--- config.mk ---
export PLATFORM = sky130hd
export DESIGN_NAME = dmem_arbiter
export DESIGN_NICKNAME = d
export VERILOG_FILES = /design/src/rtl/dmem_arbiter.sv
export SDC_FILE = /design/constraint.sdc
export NUM_CORES = 1
export LEC_CHECK = 0
export BUFFER_PORTS_ARGS = -buffer_cell sky130_fd_sc_hd__buf_4
export CAP_MARGIN = 25
export CORE_AREA = 2 2 141 143
export CTS_BUF_LIST = sky130_fd_sc_hd__clkbuf_8
export DETAILED_ROUTE_END_ITERATION = 8
export DIE_AREA = 0 0 143 145
export GPL_TIMING_DRIVEN = 0
export PLACE_DENSITY = 0.39
export SLEW_MARGIN = 5
export SYNTH_ARGS = -nofsm -noshare
export SYNTH_HDL_FRONTEND = slang
export SYNTH_SLANG_ARGS = --single-unit
--- constraint.sdc ---
create_clock -name clk -period 2.2 [get_ports clk]
set_input_delay 0.22 -clock clk [delete_from_list [all_inputs] [get_ports clk]]
set_output_delay 0.22 -clock clk [all_outputs]
set_load 0.01 [all_outputs]
--- src/rtl/dmem_arbiter.sv ---
// Data-memory port arbiter between the MW-stage CPU port and a DMA engine, with bounded DMA burst locking and starvation relief.
// Optional macro ARB_STATS_EN enables the stall/beat statistic counters; otherwise the stat ports are tied to 0.
module dmem_arbiter #(
    parameter int BURST_MAX    = 8,
    parameter int STARVE_LIMIT = 4
) (
    input  logic        clk,
    input  logic        reset,
    input  logic        cpu_req,
    input  logic        cpu_we,
    input  logic [31:0] cpu_addr,
    input  logic [31:0] cpu_wdata,
    output logic        cpu_gnt,
    output logic        cpu_stall,
    output logic [31:0] cpu_rdata,
    input  logic        dma_req,
    input  logic        dma_burst,
    input  logic        dma_we,
    input  logic [31:0] dma_addr,
    input  logic [31:0] dma_wdata,
    output logic        dma_gnt,
    output logic [31:0] dma_rdata,
    output logic [31:0] mem_addr,
    output logic [31:0] mem_wdata,
    output logic        mem_read,
    output logic        mem_write,
    input  logic [31:0] mem_rdata,
    output logic [31:0] stat_cpu_stalls,
    output logic [31:0] stat_dma_beats
);

    localparam int BW = $clog2(BURST_MAX + 1);
    localparam int SW = $clog2(STARVE_LIMIT + 1);

    typedef enum logic {
        ARB      = 1'b0,
        DMA_LOCK = 1'b1
    } state_e;

    state_e          state_q, state_d;
    logic [BW-1:0]   beat_q, beat_d;
    logic [SW-1:0]   starve_q, starve_d;
    logic            starved;
    logic            lock_beat;

    assign starved   = (starve_q == SW'(STARVE_LIMIT));
    assign lock_beat = (state_q == DMA_LOCK) && dma_req;

    always_ff @(posedge clk) begin
        if (reset) begin
            state_q  <= ARB;
            beat_q   <= '0;
            starve_q <= '0;
        end else begin
            state_q  <= state_d;
            beat_q   <= beat_d;
            starve_q <= starve_d;
        end
    end

    // A lock cycle without dma_req falls back to plain ARB evaluation
    always_comb begin
        state_d  = state_q;
        beat_d   = beat_q;
        starve_d = starve_q;
        if (lock_beat) begin
            starve_d = '0;
            if (!dma_burst || (beat_q + BW'(1)) == BW'(BURST_MAX)) begin
                state_d = ARB;
                beat_d  = '0;
            end else begin
                beat_d  = beat_q + BW'(1);
            end
        end else begin
            state_d = ARB;
            beat_d  = '0;
            if (dma_gnt) begin
                starve_d = '0;
                if (dma_burst) begin
                    state_d = DMA_LOCK;
                    beat_d  = BW'(1);
                end
            end else if (cpu_gnt && dma_req) begin
                starve_d = starved ? starve_q : starve_q + SW'(1);
            end else if (!dma_req) begin
                starve_d = '0;
            end
        end
    end

    always_comb begin
        cpu_gnt = 1'b0;
        dma_gnt = 1'b0;
        if (!reset) begin
            if (lock_beat || (dma_req && (!cpu_req || starved))) begin
                dma_gnt = 1'b1;
            end else if (cpu_req) begin
                cpu_gnt = 1'b1;
            end
        end
        cpu_stall = cpu_req && !cpu_gnt;
        mem_addr  = '0;
        mem_wdata = '0;
        mem_read  = 1'b0;
        mem_write = 1'b0;
        if (cpu_gnt) begin
            mem_addr  = cpu_addr;
            mem_wdata = cpu_wdata;
            mem_read  = !cpu_we;
            mem_write = cpu_we;
        end else if (dma_gnt) begin
            mem_addr  = dma_addr;
            mem_wdata = dma_wdata;
            mem_read  = !dma_we;
            mem_write = dma_we;
        end
        cpu_rdata = cpu_gnt ? mem_rdata : '0;
        dma_rdata = dma_gnt ? mem_rdata : '0;
    end

`ifdef ARB_STATS_EN
    logic [31:0] stalls_q;
    logic [31:0] beats_q;

    always_ff @(posedge clk) begin
        if (reset) begin
            stalls_q <= '0;
            beats_q  <= '0;
        end else begin
            if (cpu_stall) stalls_q <= stalls_q + 32'd1;
            if (dma_gnt)   beats_q  <= beats_q + 32'd1;
        end
    end

    assign stat_cpu_stalls = stalls_q;
    assign stat_dma_beats  = beats_q;
`else
    assign stat_cpu_stalls = '0;
    assign stat_dma_beats  = '0;
`endif

endmodule

==> results.yml, run 1 <==
synthesis:
  synthArstFlopShare_pct: 0
  synthMuxAreaShare_pct: 0.503
  synth_seq_cells: 8
  synth_flop_cell: "dfxtp_1"
  synth-simple-area-share_pct: 25.5
  yosysWarnings: 0
  synth_adder_area_share_pct: 1.89
  syn_area_per_cell_um2: 7.54
  syn_area_mm2: 0.00199
  ys_seq_area_share_pct: 8.05
  netlist_instances: 264
  synth_top_family_by_area: "compound AO/OA/AOI/OAI gates"
  synth_xor_area_share_pct: 0.440
  synth_compound_area_share_pct: 33.3
  synth_edf_count: 0
  synth.distinct_cells: 27
placement:
  gp_congestion: 0.772
  dp_hpwl_um: 11500
  pre_cts_slack_ns: -0.436
  io_buffers: 299
  placed_area_mm2: 0.00480
routing:
  via_per_inst: 3.53
  vias: 3187
  drc: 0
  first_pass_iters: 4
  dr.first_iter.drc_count: 37
  antenna_left: 0
  finalWirelength_um: 13300
  wl_per_cell_um: 14.7
die:
  io_pins: 364
  core_mm2: 0.0192
  start_util_pct: 10.4
  die_area_mm2: 0.0207
  die_x_um: 143
  rows: 51
  die_height_um: 145
worst_setup_path:
  cp.arrival_ns: 1.94
  worstPathRequired_ns: 1.98
  worstPathMaxFanout: 7
  cp-end-kind: "output port"
  path_class: "reg -> out"
  reg2reg_depth: 7
  cp-start-kind: "register"
timing:
  setup_ws_ns: 0.0415
  timing.hold.ws_ns: 0.284
  rsz0062_at_grt: "true"
  fmax_mhz: 463
  finalCritPeriodShare_pct: 98.1
  finalMaxSlewViolations: 0
  min_period_ns: 2.16
  finClkSkew_ns: 0.00136
  setup_violations: 0
  hold_viol_final: 0
grt:
  grt_use_total_pct: 11.2
  grt_pass1_vias: 3222
  grt_remaining_overflow: 0
  grt_pass1_wl_um: 18100
  grt_antenna_before_repair: 0
  grt_max_degree: 11
clocking:
  cts_buffers: 3
  cts_sinks: 8
  cts_tree: "yes"
  clock_latency_ns: 0.23
  htreeDepth: 1
  clkTransAtPathRegs_ns: 0.04
  clockBufferDepth: 2
  hold_buffers: 0
  cts.root.buffer_cell: "clkbuf_8"
run:
  cap_violations: 0
finish:
  n_antenna_cell: 0
  fin_area_mm2: 0.00520
  syn_to_final_growth_pct: 161
  nets: 810
  layout-drive-gt1-share_pct: 63.9
min_path:
  whs_path_depth: 3
  hp-class: "in -> reg"
run_status:
  status: "finished clean"
power:
  p_leak_nw: 2.88
  ir_worst_vdd_mv: 0.121
  powerDensity_mw_per_mm2: 241
[metal layers]
metal  up-vias  part of all wire (%)  GRT usage, %
met5         -                     0             0
li1       1548                     -             -
met1      1428                    33          10.6
met3         2                    11          2.71
met2       209                    56          24.0
met4         0                  0.20         0.891
[cells in the mapped netlist (2+ instances only)]
library cell	count	area [um2]
buf_4	64	480
a22o_1	66	578
nor2_1	3	11.3
nor2b_1	2	12.5
a21oi_1	3	15.0
buf_2	14	70.1
clkbuf_1	7	26.3
nand4b_1	2	17.5
o2bb2ai_1	2	17.5
nor3_1	2	10.0
inv_1	6	22.5
a21o_1	2	15.0
nand2_1	4	15.0
and2_1	64	400
nand2b_1	2	12.5
ha_1	3	37.5
dfxtp_1	8	160
[worst paths after layout]
kind,start,end,slack (ns)
worst max-delay path,starve_q[1]$_SDFFE_PP0P_,mem_wdata[29],0.04
worst min-delay path,cpu_req,starve_q[1]$_SDFFE_PP0P_,0.28
worst max register to register,starve_q[1]$_SDFFE_PP0P_,starve_q[0]$_SDFFE_PP0P_,0.60
worst min register to register,beat_q[3]$_SDFF_PP0_,beat_q[3]$_SDFF_PP0_,0.51
[state kept, by name (all words and copies together) (netlist names)]
name and cells:
beat_q 4, starve_q 3, state_q 1
[critical path: stages (launching register included)]
cell	delay [ns]
dfxtp_2	0.33
inv_2	0.05
ha_4	0.15
a21o_1	0.19
a211oi_4	0.29
buf_12	0.18
buf_12	0.13
clkbuf_16	0.13
a22o_1	0.15
buf_6	0.11
[placed cells by master (no fill, tap or decap), types with 3 or more instances in the layout]
cell type  instances
a22o_1            66
clkbuf_8           3
buf_6             22
clkbuf_2           4
nand2_1            4
clkbuf_16          3
nor2_1             3
dfxtp_1            6
clkbuf_4           3
buf_12             3
and2_1            60
and2_4             4
buf_8              5
buf_4            351
inv_1              4
a21oi_1            3
conb_1            64
[kinds of logic (layout without fill, tap and decap cells)]
| family | after synthesis | after routing |
|---|---|---|
| simple gates | 83 | 83 |
| compound gates | 76 | 76 |
| mux | 1 | 1 |
| fa+ha+maj | 3 | 3 |
| xor+xnor | 1 | 1 |
| other cells | 1 | 64 |
| buf+inv | 91 | 402 |
| flops | 8 | 8 |
[where the power goes]
part | internal (mW) | switching [mW] | total [mW]
Clock | 0.118 | 0.0566 | 0.175
Combinational | 0.557 | 0.370 | 0.927
Sequential | 0.148 | 0.00243 | 0.151
Total | 0.824 | 0.429 | 1.25
[final cells by class]
type,instances,area [um2]
Multi-Input combinational cell,228,1500
Tap cell,265,332
Sequential cell,8,163
Timing Repair Buffer,309,2480
Inverter,6,22.5
Clock buffer,3,41.3
Buffer,84,668
Fill cell,2105,14000
[stage by stage]
stage	total power, mW	instances	setup TNS [ns]	util (%)
floorplan	0.517	327	0	-
finish	1.25	903	0	27.1
detailed placement	1.01	891	-29.14	25.0
global route	1.34	903	-0.588	27.1
global placement	1.01	891	-25.30	25.0
CTS	1.22	898	0	25.9
[timing repair]
item,CTS,global route
setup buffers,4,3
setup endpoints to repair,133,119
pin swaps,2,21
resized for setup,26,42
gates cloned,0,3
(Power assumes the default switching activity.)
==> inputs of run 2 (changes only) <==
==> constraint.sdc (replaced) <==
create_clock -name clk -period 2.2 [get_ports clk]
set_input_delay 0.44 -clock clk [delete_from_list [all_inputs] [get_ports clk]]
set_output_delay 0.44 -clock clk [all_outputs]
set_load 0.01 [all_outputs]
==> results.yml, run 2 (synthesis gave the netlist of run 1 again) <==
finish:
  reg_top3: "beat_q (4), starve_q (3), state_q (1)"
  fin_cells: 911
  regMostFlops: "beat_q"
  fin_area_mm2: 0.00556
  final_common_cell: "buf_4"
  final_cell_mix: "buf_4 (319), a22o_1 (64), conb_1 (64), buf_6 (61), and2_1 (43)"
  layout-drive-gt1-share_pct: 67.3
  n_antenna_cell: 0
  largest_register_ffs: 4
  nets: 818
  syn_to_final_growth_pct: 179
worst_setup_path:
  path_class: "reg -> out"
  worstPathRequired_ns: 1.76
  cp.arrival_ns: 1.90
  worstPathMaxFanout: 8
  cp-start-kind: "register"
  cp-startpoint: "starve_q[0]$_SDFFE_PP0P_"
  r2r-start: "starve_q[0]$_SDFFE_PP0P_"
  cp-end-kind: "output port"
routing:
  first_pass_iters: 4
  finalWirelength_um: 13700
  dr.first_iter.drc_count: 44
  wl_per_cell_um: 15.0
  met2WireLength_um: 7670
  vias: 3237
  wl_met1_um: 4510
  drc: 0
  via_per_inst: 3.55
  antenna_left: 0
  top_layer_used: "met4"
  routed-wl-met3_um: 1400
grt:
  grt_use_total_pct: 11.7
  grt_max_degree: 11
  grt_pass1_vias: 3390
  grt_antenna_before_repair: 0
  grt_pass1_wl_um: 18900
  grt_remaining_overflow: 0
placement:
  dp_hpwl_um: 11500
  io_buffers: 299
  gp_congestion: 0.772
  dp.cells: 891
  placed_area_mm2: 0.00480
  pre_cts_slack_ns: -0.656
timing:
  setup_violations: 118
  fin_setup_tns_ns: -10.06
  fmax_mhz: 427
  finClkSkew_ns: 0.00233
  setup_ws_ns: -0.144
  rsz0062_at_grt: "true"
  hold_viol_final: 0
  min_period_ns: 2.34
  finalCritPeriodShare_pct: 107
  finalMaxSlewViolations: 0
die:
  rows: 51
  die_height_um: 145
  die_area_mm2: 0.0207
  core_mm2: 0.0192
  die_x_um: 143
  io_pins: 364
  start_util_pct: 10.4
clocking:
  cts.root.buffer_cell: "clkbuf_8"
  clock_latency_ns: 0.23
  cts_sinks: 8
  cts_tree: "yes"
  cts_buffers: 3
  clkTransAtPathRegs_ns: 0.04
  clockBufferDepth: 2
  hold_buffers: 0
  htreeDepth: 1
power:
  combPwrFrac_pct: 75.4
  powerDensity_mw_per_mm2: 239
  p_sw_share_pct: 33.7
  p_leak_nw: 3.02
  p_switching_uw: 448
  clkPwrFrac_pct: 13.2
  ir_worst_vdd_mv: 0.121
  seqPwrFrac_pct: 11.3
  p_int_uw: 882
run:
  cap_violations: 0
min_path:
  hp-class: "reg -> reg"
  min_from: "beat_q[3]$_SDFF_PP0_"
run_status:
  violations: "negative setup slack"
  status: "finished, violations left"
## run 2: what timing repair did
action                     in CTS  in global routing
gates cloned                    5                  2
setup endpoints to repair     133                131
buffers inserted                8                  3
resized for setup             123                 19
pin swaps                      41                 16
## run 2: layer usage
layer	global-route usage [%]	vias to the layer above
met5	0	-
met4	1.49	0
met3	2.81	6
met2	24.8	213
met1	11.3	1455
li1	-	1563
## run 2: worst paths after layout
path | to | slack (ns) | depth (start not counted)
min | beat_q[3]$_SDFF_PP0_ | 0.52 | 2
min reg2reg | beat_q[3]$_SDFF_PP0_ | 0.52 | 2
max | mem_wdata[19] | -0.14 | 9
max reg2reg | starve_q[0]$_SDFFE_PP0P_ | 0.64 | 7
## run 2: power by group through the flow
| stage | Sequential [mW] | Combinational [mW] | Clock [mW] |
|---|---|---|---|
| 3_5_place_dp | 0.153 | 0.857 | 0 |
| 5_1_grt | 0.151 | 1.07 | 0.191 |
| 3_3_place_gp | 0.153 | 0.856 | 0 |
| 4_1_cts | 0.151 | 0.988 | 0.181 |
| 6_report | 0.151 | 1.00 | 0.176 |
| 2_1_floorplan | 0.152 | 0.365 | 0 |
## run 2: layout make-up
class | count | area (um2)
well taps | 265 | 332
inverters | 6 | 22.5
multi-input cells | 228 | 1560
plain buffers | 84 | 707
clock buffers | 3 | 41.3
flip-flops and latches | 8 | 163
fillers | 2067 | 13700
repair buffers | 317 | 2730
## run 2: worst max-delay path, stage by stage, from the launching register on
cell       delay, ns
dfxtp_2         0.33
inv_2           0.05
ha_4            0.16
a21o_1          0.19
a211oi_4        0.25
buf_12          0.18
buf_12          0.13
clkbuf_16       0.13
a22o_1          0.15
buf_6           0.10
## run 2: stage by stage
| stage | utilization (%) | hold slack [ns] | power [mW] |
|---|---|---|---|
| final | 28.9 | 0.515 | 1.33 |
| after global routing | 28.9 | 0.523 | 1.41 |
| after CTS | 28.4 | 0.516 | 1.32 |
| after detailed placement | 25.0 | 0.518 | 1.01 |
| after global placement | 25.0 | 0.472 | 1.01 |
| after floorplan | - | 0.460 | 0.517 |
